==> src/rtl/ps2_kbd_rx_if.sv <==
// Bus between the PS/2 receiver and the game cores: raw pin inputs plus the
// decoded scan-code outputs.
interface ps2_kbd_rx_if;
  logic       ps2_clk;
  logic       ps2_data;
  logic [7:0] keyboard;
  logic       valid;
  logic       released;
  logic       extended;
  logic       frame_err;

  modport master (
    output ps2_clk, ps2_data,
    input  keyboard, valid, released, extended, frame_err
  );

  modport slave (
    input  ps2_clk, ps2_data,
    output keyboard, valid, released, extended, frame_err
  );
endinterface

==> src/rtl/ps2_kbd_rx.sv <==
// PS/2 keyboard receiver: synchronises and filters the pins, deframes
// device-to-host bytes and folds the F0/E0 prefixes into the scan-code flags.
module ps2_kbd_rx #(
  parameter int unsigned FILTER_LEN     = 8,
  parameter int unsigned TIMEOUT_CYCLES = 50000,
  parameter bit          SUPPRESS_BREAK = 1'b1
) (
  input logic        clk,
  input logic        rst,
  ps2_kbd_rx_if.slave bus
);

  localparam int unsigned TW = (TIMEOUT_CYCLES > 2) ? $clog2(TIMEOUT_CYCLES) : 1;
  localparam logic [7:0]    FILT_LAST = 8'(FILTER_LEN - 1);
  localparam logic [TW-1:0] TO_LAST   = TW'(TIMEOUT_CYCLES - 1);

  typedef enum logic [1:0] {
    IDLE   = 2'd0,
    DATA   = 2'd1,
    PARITY = 2'd2,
    STOP   = 2'd3
  } state_t;

  // Odd parity over the data byte and its parity bit.
  function automatic logic odd_parity_ok(input logic [7:0] b, input logic p);
    return ^{b, p};
  endfunction

  logic [1:0]    clk_sync_r, data_sync_r;
  logic [7:0]    filt_cnt_r;
  logic          filt_clk_r, filt_d_r;
  logic          fe_s, data_s, timeout_hit_s;

  state_t        state_r, state_s;
  logic [7:0]    shift_r, shift_s;
  logic [2:0]    bit_cnt_r, bit_cnt_s;
  logic          par_r, par_s;
  logic [TW-1:0] to_cnt_r, to_cnt_s;
  logic          brk_pend_r, brk_pend_s, ext_pend_r, ext_pend_s;
  logic [7:0]    keyboard_r, keyboard_s;
  logic          released_r, released_s, extended_r, extended_s;
  logic          valid_r, valid_s, frame_err_r, frame_err_s;

  // Two-flop synchronisers for both raw pins, idling high.
  always_ff @(posedge clk or posedge rst) begin
    if (rst) begin
      clk_sync_r  <= 2'b11;
      data_sync_r <= 2'b11;
    end else begin
      clk_sync_r  <= {clk_sync_r[0], bus.ps2_clk};
      data_sync_r <= {data_sync_r[0], bus.ps2_data};
    end
  end

  // Glitch filter: a new level must persist FILTER_LEN cycles to be adopted.
  always_ff @(posedge clk or posedge rst) begin
    if (rst) begin
      filt_clk_r <= 1'b1;
      filt_d_r   <= 1'b1;
      filt_cnt_r <= 8'd0;
    end else begin
      filt_d_r <= filt_clk_r;
      if (clk_sync_r[1] != filt_clk_r) begin
        if (filt_cnt_r == FILT_LAST) begin
          filt_clk_r <= clk_sync_r[1];
          filt_cnt_r <= 8'd0;
        end else begin
          filt_cnt_r <= filt_cnt_r + 8'd1;
        end
      end else begin
        filt_cnt_r <= 8'd0;
      end
    end
  end

  assign fe_s   = filt_d_r & ~filt_clk_r;
  assign data_s = data_sync_r[1];
  // A falling edge in the same cycle always beats the timeout.
  assign timeout_hit_s = (state_r != IDLE) && !fe_s && ((to_cnt_r + TW'(1)) == TO_LAST);

  // Next-state, deframing and prefix handling.
  always_comb begin
    state_s     = state_r;
    shift_s     = shift_r;
    bit_cnt_s   = bit_cnt_r;
    par_s       = par_r;
    brk_pend_s  = brk_pend_r;
    ext_pend_s  = ext_pend_r;
    keyboard_s  = keyboard_r;
    released_s  = released_r;
    extended_s  = extended_r;
    valid_s     = 1'b0;
    frame_err_s = 1'b0;

    if (state_r == IDLE) begin
      to_cnt_s = {TW{1'b0}};
    end else if (fe_s) begin
      to_cnt_s = {TW{1'b0}};
    end else begin
      to_cnt_s = to_cnt_r + TW'(1);
    end

    case (state_r)
      IDLE: begin
        if (fe_s && !data_s) begin
          state_s   = DATA;
          bit_cnt_s = 3'd0;
        end else begin
          state_s = IDLE;
        end
      end
      DATA: begin
        if (fe_s) begin
          shift_s   = {data_s, shift_r[7:1]};
          bit_cnt_s = bit_cnt_r + 3'd1;
          if (bit_cnt_r == 3'd7) begin
            state_s = PARITY;
          end else begin
            state_s = DATA;
          end
        end else begin
          state_s = DATA;
        end
      end
      PARITY: begin
        if (fe_s) begin
          par_s   = data_s;
          state_s = STOP;
        end else begin
          state_s = PARITY;
        end
      end
      STOP: begin
        if (fe_s) begin
          state_s = IDLE;
          if (data_s && odd_parity_ok(shift_r, par_r)) begin
            if (shift_r == 8'hF0) begin
              brk_pend_s = 1'b1;
            end else if (shift_r == 8'hE0) begin
              ext_pend_s = 1'b1;
            end else begin
              keyboard_s = shift_r;
              released_s = brk_pend_r;
              extended_s = ext_pend_r;
              brk_pend_s = 1'b0;
              ext_pend_s = 1'b0;
              valid_s    = ~(SUPPRESS_BREAK & brk_pend_r);
            end
          end else begin
            frame_err_s = 1'b1;
            brk_pend_s  = 1'b0;
            ext_pend_s  = 1'b0;
          end
        end else begin
          state_s = STOP;
        end
      end
      default: begin
        state_s = IDLE;
      end
    endcase

    if (timeout_hit_s) begin
      state_s     = IDLE;
      frame_err_s = 1'b1;
      brk_pend_s  = 1'b0;
      ext_pend_s  = 1'b0;
    end else begin
      frame_err_s = frame_err_s;
    end
  end

  // State, datapath and registered outputs.
  always_ff @(posedge clk or posedge rst) begin
    if (rst) begin
      state_r     <= IDLE;
      shift_r     <= 8'd0;
      bit_cnt_r   <= 3'd0;
      par_r       <= 1'b0;
      to_cnt_r    <= {TW{1'b0}};
      brk_pend_r  <= 1'b0;
      ext_pend_r  <= 1'b0;
      keyboard_r  <= 8'd0;
      released_r  <= 1'b0;
      extended_r  <= 1'b0;
      valid_r     <= 1'b0;
      frame_err_r <= 1'b0;
    end else begin
      state_r     <= state_s;
      shift_r     <= shift_s;
      bit_cnt_r   <= bit_cnt_s;
      par_r       <= par_s;
      to_cnt_r    <= to_cnt_s;
      brk_pend_r  <= brk_pend_s;
      ext_pend_r  <= ext_pend_s;
      keyboard_r  <= keyboard_s;
      released_r  <= released_s;
      extended_r  <= extended_s;
      valid_r     <= valid_s;
      frame_err_r <= frame_err_s;
    end
  end

  assign bus.keyboard  = keyboard_r;
  assign bus.valid     = valid_r;
  assign bus.released  = released_r;
  assign bus.extended  = extended_r;
  assign bus.frame_err = frame_err_r;

endmodule
==> src/flat_wrapper.sv <==
// flat-port wrapper written by rule: the top's interface ports become plain ports
module ps2_kbd_rx_flat 
#(
  parameter int unsigned FILTER_LEN     = 8,
  parameter int unsigned TIMEOUT_CYCLES = 50000,
  parameter bit          SUPPRESS_BREAK = 1'b1
)
  (clk, rst, bus_ps2_clk, bus_ps2_data, bus_keyboard, bus_valid, bus_released, bus_extended, bus_frame_err);
  ps2_kbd_rx_if bus_i ();
  input logic clk;
  input logic rst;
  input wire logic [$bits(bus_i.ps2_clk)-1:0] bus_ps2_clk;
  input wire logic [$bits(bus_i.ps2_data)-1:0] bus_ps2_data;
  output wire logic [$bits(bus_i.keyboard)-1:0] bus_keyboard;
  output wire logic [$bits(bus_i.valid)-1:0] bus_valid;
  output wire logic [$bits(bus_i.released)-1:0] bus_released;
  output wire logic [$bits(bus_i.extended)-1:0] bus_extended;
  output wire logic [$bits(bus_i.frame_err)-1:0] bus_frame_err;
  assign bus_i.ps2_clk = bus_ps2_clk;
  assign bus_i.ps2_data = bus_ps2_data;
  assign bus_keyboard = bus_i.keyboard;
  assign bus_valid = bus_i.valid;
  assign bus_released = bus_i.released;
  assign bus_extended = bus_i.extended;
  assign bus_frame_err = bus_i.frame_err;
  ps2_kbd_rx #(.FILTER_LEN(FILTER_LEN), .TIMEOUT_CYCLES(TIMEOUT_CYCLES), .SUPPRESS_BREAK(SUPPRESS_BREAK)) u_core (.clk(clk), .rst(rst), .bus(bus_i));
endmodule
==> config.mk <==
export PLATFORM = sky130hd
export DESIGN_NAME = ps2_kbd_rx_flat
export DESIGN_NICKNAME = d
export VERILOG_FILES = /design/src/rtl/ps2_kbd_rx_if.sv /design/src/rtl/ps2_kbd_rx.sv /design/src/flat_wrapper.sv
export SDC_FILE = /design/constraint.sdc
export NUM_CORES = 1
export LEC_CHECK = 0
export ABC_AREA = 1
export ABC_CLOCK_PERIOD_IN_PS = 1800
export CAP_MARGIN = 5
export CORE_MARGIN = 4
export CORE_UTILIZATION = 49
export CTS_CLUSTER_DIAMETER = 40
export DETAILED_ROUTE_END_ITERATION = 16
export GPL_TIMING_DRIVEN = 1
export PLACE_DENSITY = 0.72
export REMOVE_ABC_BUFFERS = 1
export SETUP_SLACK_MARGIN = 0.05
export SLEW_MARGIN = 20
export SYNTH_ARGS = -nofsm -noshare
export SYNTH_HDL_FRONTEND = slang
export SYNTH_SLANG_ARGS = --single-unit
==> constraint.sdc <==
create_clock -name clk -period 1.8 [get_ports clk]
set_input_delay 0.18 -clock clk [delete_from_list [all_inputs] [get_ports clk]]
set_output_delay 0.18 -clock clk [all_outputs]
set_load 0.02 [all_outputs]
# After elaboration in Yosys (flattened, before gate mapping)
# Index checks and enable logic that the tools add are counted.
[word_totals] in_bits=4 out_inout_bits=12 n_memories=0 register_bits=58 ramBits=0 word_cells=92 latchBits=0 rom_bits=0
[classes] mul=0 n_reduce_logical=19 n_addsub=3 order_cmp=0 muxes=35 bitwise=5 n_shift=0 n_div=0 n_eq_ne=13
[op_table] op="$mux 16" n=2
[op_table] op="$mux 1" n=23
[op_table] op="$add 16x1->16 const B" n=1
[op_table] op="$eq 16x16->1 const B" n=1
[op_table] op="$eq 8x8->1 const B" n=2
[op_table] op="$mux 8" n=2
[op_table] op="$reduce_and 3->1" n=3
[op_table] op="$reduce_xor 9->1" n=1
[op_table] op="$add 8x1->8 const B" n=1
[op_table] op="$eq 8x3->1 const B" n=1
[op_table] op="$mux 2" n=4
[op_table] op="$pmux 2 s4" n=1
[op_table] op="$reduce_bool 2->1" n=4
[op_table] op="$mux 3" n=2
[op_table] op="$pmux 3 s2" n=1
[op_table] op="$reduce_and 2->1" n=3
[op_table] op="$reduce_and 5->1" n=1
[op_table] op="$eq 2x2->1 const B" n=2
[op_table] op="$logic_and 1x1->1" n=4
[op_table] op="$ne 4x3->1 const B" n=1
[op_table] op="$not 1->1" n=4
[op_table] op="$add 3x1->3 const B" n=1
[op_table] op="$eq 3x3->1 const B" n=1
[op_table] op="$ne 3x2->1 const B" n=1
[op_table] op="7 further kinds" n=8

# Depth between registers and ports, before layout
[depth] depth_word=7 mapped_depth=14 mapped_depth_nobuf=14

# Worst setup path after synthesis
# OpenSTA, ideal clock, no wires.
[synth_path] kind="reg2reg" startpoint="reg u_core.to_cnt_r[1]" endpoint="reg u_core.brk_pend_r" setup_ns=0.118 required_ns=1.682 setup_slack_ns=0.106 path_buffers=0 t_arrival_ns=1.575 synth_period_minus_slack_ns=1.694 stages_incl_launch_ff=13 path_cell_list="dfrtp_1 ha_1 nand2_2 nor2_2 nand4_1 nand2_1 nand3_1 nor2_1 nand3_2 nand3_1 nand2_1 nand2_1 nand2_1"
[synth_via] elab_chain_cells=5 elab_cells_between_ends=8 cone_classes="add/sub (1); eq/ne (2); mux (1); reduce/logical (4)"
[synth_lines] element="start: declaration" line_no="ps2_kbd_rx.sv:38" text="logic [TW-1:0] to_cnt_r, to_cnt_s;"
[synth_lines] element="start signal: assignment" line_no="ps2_kbd_rx.sv:180" text="to_cnt_r <= {TW{1'b0}};"
[synth_lines] element="start signal: assignment" line_no="ps2_kbd_rx.sv:193" text="to_cnt_r <= to_cnt_s;"
[synth_lines] element="$add 16x1->16 *" line_no="ps2_kbd_rx.sv:79" text="assign timeout_hit_s = (state_r != IDLE) && !fe_s && ((to_cnt_r + TW'(1)) == TO_LAST);"
[synth_lines] element="$eq 16x16->1 *" line_no="ps2_kbd_rx.sv:79"
[synth_lines] element="$logic_and 1x1->1 *" line_no="ps2_kbd_rx.sv:79"
[synth_lines] element="$ne 4x3->1 (no source line) / $reduce_bool 2->1 (equally long branches)"
[synth_lines] element="$reduce_and 3->1 (no source line)"
[synth_lines] element="end signal: assignment" line_no="ps2_kbd_rx.sv:194" text="brk_pend_r <= brk_pend_s;"
[synth_lines] element="end: declaration" line_no="ps2_kbd_rx.sv:39" text="logic brk_pend_r, brk_pend_s, ext_pend_r, ext_pend_s;"
# Every way passes the cells marked *; elsewhere a longest branch is shown, timed or not.
# A chain may end at the register's enable or synchronous reset.

# Final worst setup path
# Same ends and word-level chain as after synthesis.

==> results.tsv <==
stage	metric	value	unit
outcome	outcome	finished, final reports clean	
timing	part of the cycle the worst path needs	98.8	%
logic_synthesis	FFs w/ async S/R, synth	100	%
critical_path	R2R setup slack	0.02	ns
logic_synthesis	EDFF count, synth	0	
clock_network	clock transition at the registers of the reported paths	0.07	ns
floorplanning	core area	5960	um2
global_routing	antenna violations before repair	0	
timing	RSZ-0062 raised after global routing	true	
cells_and_area	Nets	422	
detailed_routing	via count	2580	
floorplanning	Die Wd	86.4	um
cells_and_area	Ant. Diodes	0	
detailed_routing	DRC viols	0	
logic_synthesis	Syn Area/Cell	8.00	um2
critical_path	CP Cell Sequence	ha_4 -> nand2_2 -> nor2_4 -> nand4_1 -> nand2_1 -> nand3_1 -> nor2_2 -> nand3_2 -> nand2_2 -> nand2_1 -> nand2_1 -> nand2_1	
clock_network	Root Buffer	clkbuf_8	
logic_synthesis	Syn Inst Count	377	
clock_network	CTS sink count	58	
cells_and_area	Finished Layout Cells	493	
critical_path	crit path capture type	flip-flop	
job	Max-Cap Viols	0	
critical_path	critical path required time	2.02	ns
timing	Slew Viols, Final	0	
detailed_routing	Routed Antenna Nets	0	
floorplanning	I/O Pins	16	
logic_synthesis	mapped cell area	3010	um2
logic_synthesis	synthesized flop and latch total	58	
critical_path	Critical-path top delay cell	dfrtp_1	
logic_synthesis	Yosys cell types	36	
pwr	Cell Pwr Density	963	nW/um2
clock_network	CTS Buf Count	9	
detailed_routing	Vias/cell	5.23	
critical_path	RR Startpoint	u_core.to_cnt_r[1]	
cells_and_area	most common cell after layout, fill and taps aside	nand2_1	
floorplanning	row count	28	
clock_network	H-tree Lvls	3	
logic_synthesis	Synth Warn #	0	
placement	PortBufs	15	
global_routing	largest net degree at the start of global routing	59	
critical_path	slowest stage delay, CP	0.40	ns
logic_synthesis	sequential area share after synthesis	48.4	%
critical_path	CP max FO	6	
cells_and_area	fin util	63.4	%
detailed_routing	drt initial violations	145	
logic_synthesis	Primary FF master, synth	dfrtp_1	
cells_and_area	most frequent cells in the layout	72 x nand2_1, 47 x inv_1, 47 x dfrtp_1, 40 x nor2_1, 26 x nand2_2	
timing	crit path time final	1.78	ns
critical_path	reg-to-reg critical path endpoint	u_core.brk_pend_r	
cells_and_area	area grow syn2layout	25.2	%
pwr	leakage power	1.65	nW
floorplanning	Starting Density	50.6	%
critical_path	FF-to-FF path depth	12	
detailed_routing	WL/cell	12.9	um
global_routing	vias in the first global route	2382	
timing	Setup Viol. Count Final	0	
pwr	peak supply drop	0.699	mV
timing	Worst Clk Skew	0.0101	ns
placement	global placement routability congestion	0.871	
floorplanning	Die Area	7470	um2
timing	Fin. Hold Viols	0	
clock_network	clock buffer depth	2	
critical_path	WS Path Type	reg -> reg	
timing	slew margin rel.	66.1	%
placement	Post-DP HPWL	4320	um
detailed_routing	Detailed Route WL	6370	um
floorplanning	die height	86.4	um
clock_network	TritonCTS clock tree	yes	
global_routing	GRT Util Overall	18.0	%
global_routing	first-pass GRT wire length	10600	um
critical_path	cell mode on critical path	nand2_1	
timing	Least-Margin Pin Slew	0.505	ns
critical_path	critical path arrival	2.00	ns
clock_network	clock latency on the worst-skew pair	0.34	ns
cells_and_area	share of layout cells above drive strength 1	26.8	%
global_routing	total global routing overflow	0	
detailed_routing	drt pass-1 iters	5	
placement	placed cell count	471	
timing	Max Clock Freq	562	MHz
critical_path	Startpoint Class	flip-flop	
hold_path	worst min path class	in -> async	
==> registers in the layout, indices dropped and copies added (netlist names), 2 cells and up <==
signal / flops
u_core.to_cnt_r: 16
u_core.shift_r: 8
u_core.bus.keyboard: 8
u_core.filt_cnt_r: 8
u_core.state_r: 2
u_core.bit_cnt_r: 3
u_core.data_sync_r: 2
u_core.clk_sync_r: 2
==> synthesized netlist by cell type (all sizes together), types with 2 or more instances <==
cell	number	share of area [%]
xnor2	2	0.58
dfrtp	52	43
o21ai	25	4.9
nor3	9	1.5
a21oi	10	1.8
nor2	54	7.9
inv	53	6.6
ha	5	2.1
nand4	14	3.1
nand3	25	4.5
xor2	3	0.87
nand3b	4	1.0
buf	3	0.87
nand2	101	13
dfstp	6	5.2
o21bai	2	0.62
==> worst max path at each step <==
stage / startpoint / endpoint / cells after the start
2_1_floorplan: u_core.shift_r[6] / u_core.bus.released / 12
5_1_grt: u_core.shift_r[1] / u_core.bus.keyboard[3] / 13
4_1_cts: u_core.to_cnt_r[2] / u_core.brk_pend_r / 11
3_5_place_dp: u_core.to_cnt_r[1] / u_core.brk_pend_r / 12
3_3_place_gp: u_core.to_cnt_r[0] / u_core.brk_pend_r / 12
6_report: u_core.to_cnt_r[1] / u_core.brk_pend_r / 12
==> power breakdown <==
group / internal [W] / switching (W) / total, W
clock network: 0.000713 / 0.000526 / 0.00124
logic: 0.000304 / 0.000529 / 0.000832
registers: 0.00145 / 0.000116 / 0.00156
==> stage by stage <==
stage	area [um2]	setup WS (ns)	hold WS, ns	total power, W	setup TNS, ns
after floorplan	2980	-0.00566	0.184	0.00206	-0.0359
after global placement	3300	0.0374	0.347	0.00227	0
after detailed placement	3300	-0.0224	0.351	0.00229	-0.0224
after CTS	3520	0.0280	0.218	0.00354	0
after global routing	3770	-0.108	0.225	0.00386	-1.12
final	3770	0.0215	0.214	0.00363	0
==> area by class of cell <==
cell class                 count  area (um2)
tap                           75        93.8
clock buffer                  12         155
fill                         507        2180
inverter                      53         199
timing repair buffer          29         304
multi-input combinational    262        1510
sequential                    58        1470
clock inverter                 4        50.0
==> cells by family (layout without fill, tap and decap cells) <==
family,count (synthesis),in the layout,share of synthesized area [%]
XOR/XNOR,5,5,1.45
buffers and inverters,57,98,7.60
AO/OA/AOI/OAI,42,42,8.68
AND/OR/NAND/NOR,210,210,31.8
adder cells (fa/ha/maj),5,5,2.08
flip-flops,58,58,48.4
==> layer usage <==
layer  up-vias  share of wire [%]  track usage (%)
li1       1287                  -                -
met2        58                 47             27.1
met4         0                1.7             9.35
met1      1226                 47             24.9
met5         -                  0                0
met3         9                3.9             3.42
==> critical path, delay by kind of cell, from the launching register on <==
| family | cells | cell delay (ns) |
|---|---|---|
| DFF | 1 | 0.40 |
| adders and majority gates | 1 | 0.17 |
| and+or+nand+nor | 11 | 1.10 |
==> timing repair <==
item / CTS / global route
resized for setup: 4 / 58
endpoints found under the setup margin: 8 / 16
setup buffers: 0 / 5
cloned: 0 / 1
pin swaps: 0 / 18
hold buffers: 0 / 0
Note: power is estimated with default switching activity, not from simulation.
